===== src/rtl/mips_pkg.sv =====
// Shared definitions for the multicycle MIPS control sequencer:
// opcodes, datapath mux encodings, state encoding and the control word.
package mips_pkg;

    localparam logic [5:0] OP_RTYPE = 6'b000000;
    localparam logic [5:0] OP_LW    = 6'b100011;
    localparam logic [5:0] OP_SW    = 6'b101011;
    localparam logic [5:0] OP_BEQ   = 6'b000100;
    localparam logic [5:0] OP_ADDI  = 6'b001000;
    localparam logic [5:0] OP_J     = 6'b000010;

    localparam logic [1:0] ALUOP_ADD   = 2'b00;
    localparam logic [1:0] ALUOP_SUB   = 2'b01;
    localparam logic [1:0] ALUOP_FUNCT = 2'b10;

    localparam logic [1:0] SRCB_RT      = 2'b00;
    localparam logic [1:0] SRCB_FOUR    = 2'b01;
    localparam logic [1:0] SRCB_IMM     = 2'b10;
    localparam logic [1:0] SRCB_IMM_SH2 = 2'b11;

    localparam logic [1:0] PCSRC_ALU    = 2'b00;
    localparam logic [1:0] PCSRC_ALUOUT = 2'b01;
    localparam logic [1:0] PCSRC_JUMP   = 2'b10;

    typedef enum logic [3:0] {
        IDLE    = 4'd0,
        FETCH   = 4'd1,
        DECODE  = 4'd2,
        MEMADR  = 4'd3,
        MEMRD   = 4'd4,
        MEMWB   = 4'd5,
        MEMWR   = 4'd6,
        EXEC    = 4'd7,
        RTYPEWB = 4'd8,
        BRANCH  = 4'd9,
        ADDIEX  = 4'd10,
        ADDIWB  = 4'd11,
        JUMP    = 4'd12
    } ctrl_state_t;

    typedef struct packed {
        logic       pcwrite;
        logic       pcwritecond;
        logic       iord;
        logic       memread;
        logic       memwrite;
        logic       irwrite;
        logic       memtoreg;
        logic       regdst;
        logic       regwrite;
        logic       alusrca;
        logic [1:0] alusrcb;
        logic [1:0] aluop;
        logic [1:0] pcsource;
    } ctrl_word_t;

    function automatic logic is_legal_op(input logic [5:0] op);
        return (op == OP_RTYPE) || (op == OP_LW) || (op == OP_SW) ||
               (op == OP_BEQ) || (op == OP_ADDI) || (op == OP_J);
    endfunction

endpackage


===== src/rtl/ctrl_out_decode.sv =====
// Moore decode of the sequencer state into the datapath control word.
// Write enables in memory-facing states are qualified by mem_ready.
module ctrl_out_decode
    import mips_pkg::*;
(
    input  ctrl_state_t state,
    input  logic        mem_ready,
    output ctrl_word_t  ctrl
);

    // Control word per state; everything not named in a state stays 0.
    always_comb begin
        ctrl = '0;
        case (state)
            FETCH: begin
                ctrl.memread  = 1'b1;
                ctrl.alusrcb  = SRCB_FOUR;
                ctrl.aluop    = ALUOP_ADD;
                ctrl.pcsource = PCSRC_ALU;
                ctrl.irwrite  = mem_ready;
                ctrl.pcwrite  = mem_ready;
            end
            DECODE: begin
                ctrl.alusrcb = SRCB_IMM_SH2;
                ctrl.aluop   = ALUOP_ADD;
            end
            MEMADR: begin
                ctrl.alusrca = 1'b1;
                ctrl.alusrcb = SRCB_IMM;
                ctrl.aluop   = ALUOP_ADD;
            end
            MEMRD: begin
                ctrl.memread = 1'b1;
                ctrl.iord    = 1'b1;
            end
            MEMWB: begin
                ctrl.regwrite = 1'b1;
                ctrl.memtoreg = 1'b1;
            end
            MEMWR: begin
                ctrl.iord     = 1'b1;
                ctrl.memwrite = mem_ready;
            end
            EXEC: begin
                ctrl.alusrca = 1'b1;
                ctrl.alusrcb = SRCB_RT;
                ctrl.aluop   = ALUOP_FUNCT;
            end
            RTYPEWB: begin
                ctrl.regwrite = 1'b1;
                ctrl.regdst   = 1'b1;
            end
            BRANCH: begin
                ctrl.alusrca     = 1'b1;
                ctrl.alusrcb     = SRCB_RT;
                ctrl.aluop       = ALUOP_SUB;
                ctrl.pcwritecond = 1'b1;
                ctrl.pcsource    = PCSRC_ALUOUT;
            end
            ADDIEX: begin
                ctrl.alusrca = 1'b1;
                ctrl.alusrcb = SRCB_IMM;
                ctrl.aluop   = ALUOP_ADD;
            end
            ADDIWB: begin
                ctrl.regwrite = 1'b1;
            end
            JUMP: begin
                ctrl.pcwrite  = 1'b1;
                ctrl.pcsource = PCSRC_JUMP;
            end
            default: ctrl = '0;
        endcase
    end

endmodule


===== src/rtl/multicycle_control.sv =====
// Multicycle MIPS control sequencer. Steps the shared datapath one state
// per clock, holds memory states until mem_ready, counts retired
// instructions and flags undecodable opcodes.
//
// state   | meaning
// IDLE    | after reset, all controls off
// FETCH   | read instruction at PC, PC <= PC+4 on mem_ready
// DECODE  | register read, branch target precompute, dispatch by opcode
// MEMADR  | load/store effective address
// MEMRD   | load data read, held until mem_ready
// MEMWB   | load data written to rt
// MEMWR   | store data write, held until mem_ready
// EXEC    | R-type ALU operation
// RTYPEWB | R-type result written to rd
// BRANCH  | BEQ compare, PC <= target when zero
// ADDIEX  | ADDI ALU operation
// ADDIWB  | ADDI result written to rt
// JUMP    | PC <= jump target
module multicycle_control
    import mips_pkg::*;
#(
    parameter bit MEM_HANDSHAKE = 1'b1,
    parameter int CNT_W         = 32
) (
    input  logic             clk,
    input  logic             rst,
    input  logic [5:0]       opcode,
    input  logic             zero,
    input  logic             mem_ready,
    output logic             PCWrite,
    output logic             PCWriteCond,
    output logic             pc_en,
    output logic             IorD,
    output logic             MemRead,
    output logic             MemWrite,
    output logic             IRWrite,
    output logic             MemtoReg,
    output logic             RegDst,
    output logic             RegWrite,
    output logic             ALUSrcA,
    output logic [1:0]       ALUSrcB,
    output logic [1:0]       ALUOp,
    output logic [1:0]       PCSource,
    output logic [3:0]       state,
    output logic             illegal_op,
    output logic [CNT_W-1:0] instr_count
);

    localparam logic [CNT_W-1:0] CNT_ONE = {{(CNT_W-1){1'b0}}, 1'b1};

    ctrl_state_t state_q;
    ctrl_state_t state_d;
    ctrl_word_t  ctrl;
    logic        mem_rdy;
    logic        retire;

    // Without the handshake every memory access completes in one cycle.
    assign mem_rdy = MEM_HANDSHAKE ? mem_ready : 1'b1;

    // State register; reset forces IDLE, which decodes to all-zero controls.
    always_ff @(posedge clk or posedge rst) begin
        if (rst) begin
            state_q <= IDLE;
        end else begin
            state_q <= state_d;
        end
    end

    // Next-state logic and illegal opcode flag.
    always_comb begin
        state_d    = state_q;
        illegal_op = 1'b0;
        case (state_q)
            IDLE:    state_d = FETCH;
            FETCH:   if (mem_rdy) state_d = DECODE;
            DECODE: begin
                case (opcode)
                    OP_LW, OP_SW: state_d = MEMADR;
                    OP_RTYPE:     state_d = EXEC;
                    OP_BEQ:       state_d = BRANCH;
                    OP_ADDI:      state_d = ADDIEX;
                    OP_J:         state_d = JUMP;
                    default: begin
                        state_d    = FETCH;
                        illegal_op = 1'b1;
                    end
                endcase
            end
            MEMADR:  state_d = (opcode == OP_SW) ? MEMWR : MEMRD;
            MEMRD:   if (mem_rdy) state_d = MEMWB;
            MEMWB:   state_d = FETCH;
            MEMWR:   if (mem_rdy) state_d = FETCH;
            EXEC:    state_d = RTYPEWB;
            RTYPEWB: state_d = FETCH;
            BRANCH:  state_d = FETCH;
            ADDIEX:  state_d = ADDIWB;
            ADDIWB:  state_d = FETCH;
            JUMP:    state_d = FETCH;
            default: state_d = IDLE;
        endcase
    end

    // An instruction retires in its final state; a store only once its write lands.
    always_comb begin
        retire = 1'b0;
        case (state_q)
            MEMWB, RTYPEWB, ADDIWB, BRANCH, JUMP: retire = 1'b1;
            MEMWR:   retire = mem_rdy;
            default: retire = 1'b0;
        endcase
    end

    // Retired-instruction counter, wraps naturally at 2^CNT_W.
    always_ff @(posedge clk or posedge rst) begin
        if (rst) begin
            instr_count <= '0;
        end else if (retire) begin
            instr_count <= instr_count + CNT_ONE;
        end
    end

    ctrl_out_decode u_decode (
        .state     (state_q),
        .mem_ready (mem_rdy),
        .ctrl      (ctrl)
    );

    assign PCWrite     = ctrl.pcwrite;
    assign PCWriteCond = ctrl.pcwritecond;
    assign pc_en       = ctrl.pcwrite | (ctrl.pcwritecond & zero);
    assign IorD        = ctrl.iord;
    assign MemRead     = ctrl.memread;
    assign MemWrite    = ctrl.memwrite;
    assign IRWrite     = ctrl.irwrite;
    assign MemtoReg    = ctrl.memtoreg;
    assign RegDst      = ctrl.regdst;
    assign RegWrite    = ctrl.regwrite;
    assign ALUSrcA     = ctrl.alusrca;
    assign ALUSrcB     = ctrl.alusrcb;
    assign ALUOp       = ctrl.aluop;
    assign PCSource    = ctrl.pcsource;
    assign state       = state_q;

endmodule

===== config.mk =====
export PLATFORM = sky130hd
export DESIGN_NAME = multicycle_control
export DESIGN_NICKNAME = d
export VERILOG_FILES = /design/src/rtl/mips_pkg.sv /design/src/rtl/ctrl_out_decode.sv /design/src/rtl/multicycle_control.sv
export SDC_FILE = /design/constraint.sdc
export NUM_CORES = 1
export LEC_CHECK = 0
export BUFFER_PORTS_ARGS = -buffer_cell sky130_fd_sc_hd__buf_2
export CAP_MARGIN = 20
export CORE_ASPECT_RATIO = 1.75
export CORE_MARGIN = 2
export CORE_UTILIZATION = 55
export CTS_CLUSTER_DIAMETER = 60
export DETAILED_ROUTE_END_ITERATION = 8
export PLACE_DENSITY = 0.83
export SLEW_MARGIN = 5
export SYNTH_ARGS = -nofsm -noshare
export SYNTH_HDL_FRONTEND = slang
export SYNTH_HIERARCHICAL = 1
export SYNTH_SLANG_ARGS = --single-unit

===== constraint.sdc =====
create_clock -name clk -period 5 [get_ports clk]
set_input_delay 1 -clock clk [delete_from_list [all_inputs] [get_ports clk]]
set_output_delay 1 -clock clk [all_outputs]
set_load 0.005 [all_outputs]

==> metrics.yaml <==
run_status:
  outcome: "complete, no violations"
global_route:
  antenna_found_initial: 0
  grt.overflow.total: 0
  grt_pass1_vias: 1680
  grt_pass1_wl_mm: 7.69
  gr-usage-all-layers_pct: 22.2
  grt_max_degree: 37
sta:
  clock_skew_ps: 5.68
  grt_setup_unrepaired: "no"
  period_share_pct: 58.2
  worstMarginPinSlew_ps: 991
  hold_viol: 0
  slew_viol_final: 0
  layout_setup_ws_ps: 2090
  fmax_mhz: 343
  setup_viol: 0
  period_needed_ps: 2910
  finalSetupTns_ps: 0
  max_slew_margin_pct: 34.0
clock_network:
  cts_tree: "yes"
  clock_sinks: 36
  ctsHoldBuffers: 0
  postCtsSetupBuffers: 0
  root_buffer: "clkbuf_8"
  clkSlewWorstSetupHoldPaths_ps: 70
  post_cts_resized: 0
  clockBufferDepth: 2
  clk_latency_ps: 290
  numCtsBuffers: 5
  htreeDepth: 2
yosys:
  ys.flop_type: "dfrtp_1"
  ys_types: 48
  synth_area_um2: 2180
  synth_area_per_cell_um2: 10.0
  synth_nets: 228
  synth_edf_count: 0
  ys_warn_count: 6
  seq_area_frac_synth_pct: 41.3
  synth-seq-cells: 36
  synthCells: 217
  async_flop_share_pct: 100
final_layout:
  drive_gt1_share_pct: 31.2
  fillers: 324
  final_cell_mix: "buf_2, dfrtp_1, xnor2_1, nand3_1, nand2_1"
  layout.nets: 286
  diodes: 0
  area_delta_synth_final_pct: 18.0
  final_common_cell: "buf_2"
setup_path:
  critical_path_class: "reg -> out"
  crit_path_max_fanout: 28
  required_ps: 4000
  worstSetupEndpointType: "output port"
  worstPathArrival_ps: 1910
  start_kind: "flip-flop"
detailed_routing:
  ant_nets: 0
  wl_mm: 4.42
  drtIter0Drc: 40
  first_pass_iters: 4
  num_vias: 1811
  vias_per_cell: 5.59
  drc_errors: 0
  wl_per_cell_um: 13.6
flow_run:
  cap_violations: 0
floorplan:
  start_util_pct: 56.9
  die_y_um: 87.3
  dieArea_um2: 4500
  rows: 30
  core-area_um2: 3830
  die_x_um: 51.6
  design.portCount: 64
placed_design:
  place_ws_ps: 2130
  hpwl_mm: 3.21
  gp_congestion: 0.773
  portBuffers: 63
worst_hold_path:
  hold_class: "reg -> reg"
power_and_ir_drop:
  power_density_nw_per_um2: 421
  max-vdd-ir-drop_uv: 308
  p_leak_nw: 1.27
-- worst max-delay path: stages, from the launching register on --
cell and delay, ps:
dfrtp_1 1000, nand4bb_1 230, a21oi_1 100, a21o_1 180, buf_2 120
-- cells by family after synthesis --
logic type / share of synthesized area [%]
simple gates: 27.4
xor+xnor: 14.5
flops: 41.3
compound gates: 10.1
buf+inv: 5.57
mux: 0.517
fa+ha+maj: 0.574
-- flip-flops by register name, summed over array words and instances, names as in the netlist --
signal,count
state,4
instr_count,32
-- stage by stage --
| step | util (%) | hold WS (ps) | std cells | total power (W) | instance area [um^2] |
|---|---|---|---|---|---|
| finish | 67.2 | 472 | 324 | 0.00108 | 2570 |
| global route | 67.2 | 495 | 324 | 0.00116 | 2570 |
| CTS | 67.2 | 474 | 324 | 0.00109 | 2570 |
| detailed placement | 64.3 | 461 | 316 | 0.000844 | 2460 |
| global placement | 64.3 | 461 | 316 | 0.000834 | 2460 |
| floorplan | - | 468 | 217 | 0.000735 | 2180 |
-- routing by layer --
layer | part of all wire (%) | GRT usage, % | up-vias | wire [um]
met3 | 6.4 | 3.95 | 6 | 282
met1 | 39 | 26.5 | 854 | 1730
li1 | - | - | 881 | -
met2 | 53 | 39.0 | 70 | 2330
met4 | 1.6 | 7.89 | 0 | 72
met5 | 0 | 0 | - | 0
-- power breakdown --
part / internal [W] / leakage (nW) / switching [W]
clock network: 0.000148 / 0.0552 / 0.0000988
logic: 0.000203 / 0.728 / 0.000181
registers: 0.000325 / 0.483 / 0.000128
total: 0.000676 / 1.27 / 0.000407
-- layout make-up --
class / instances / area [um^2] / share of cell area, %
clock buffer: 6 / 72.6 / 2.82
clock inverter: 2 / 35.0 / 1.36
inverter: 6 / 22.5 / 0.876
multi-input combinational: 162 / 1160 / 45.0
sequential: 36 / 901 / 35.0
tap: 48 / 60.1 / 2.34
timing repair buffer: 64 / 323 / 12.6
-- synthesized netlist by cell type, types with 2 or more instances --
master | instances | share of area [%]
nand3_1 | 15 | 3.4
nand4_1 | 5 | 1.4
inv_1 | 6 | 1.0
o22ai_1 | 2 | 0.57
nand4_2 | 2 | 1.1
dfrtp_1 | 36 | 41
a21o_1 | 2 | 0.69
nand2_1 | 14 | 2.4
and2_1 | 3 | 0.86
nor3_1 | 8 | 1.8
nand3b_1 | 3 | 1.0
and4_1 | 3 | 1.2
nor2_1 | 10 | 1.7
a211oi_1 | 3 | 1.0
xor2_1 | 5 | 2.0
buf_6 | 3 | 1.5
nand2b_1 | 4 | 1.1
buf_4 | 4 | 1.4
clkbuf_1 | 3 | 0.52
nand2b_4 | 2 | 1.3
a31oi_1 | 3 | 0.86
buf_2 | 2 | 0.46
or3_1 | 2 | 0.57
a21oi_1 | 9 | 2.1
o21ai_0 | 7 | 1.6
and3_1 | 8 | 2.3
xnor2_1 | 31 | 12
nor3b_4 | 2 | 1.7
-- worst paths after layout --
path                            startpoint               to  slack, ps  depth (start not counted)
min                        instr_count[31]  instr_count[31]        470                          1
max                               state[3]            pc_en       2090                          4
max reg2reg                       state[0]   instr_count[9]       2390                          5
min reg2reg                instr_count[31]  instr_count[31]        470                          1
max in group asynchronous              rst  instr_count[19]       3880                          3
min in group asynchronous              rst  instr_count[13]        800                          3
Power figures use the tool's default switching activity.
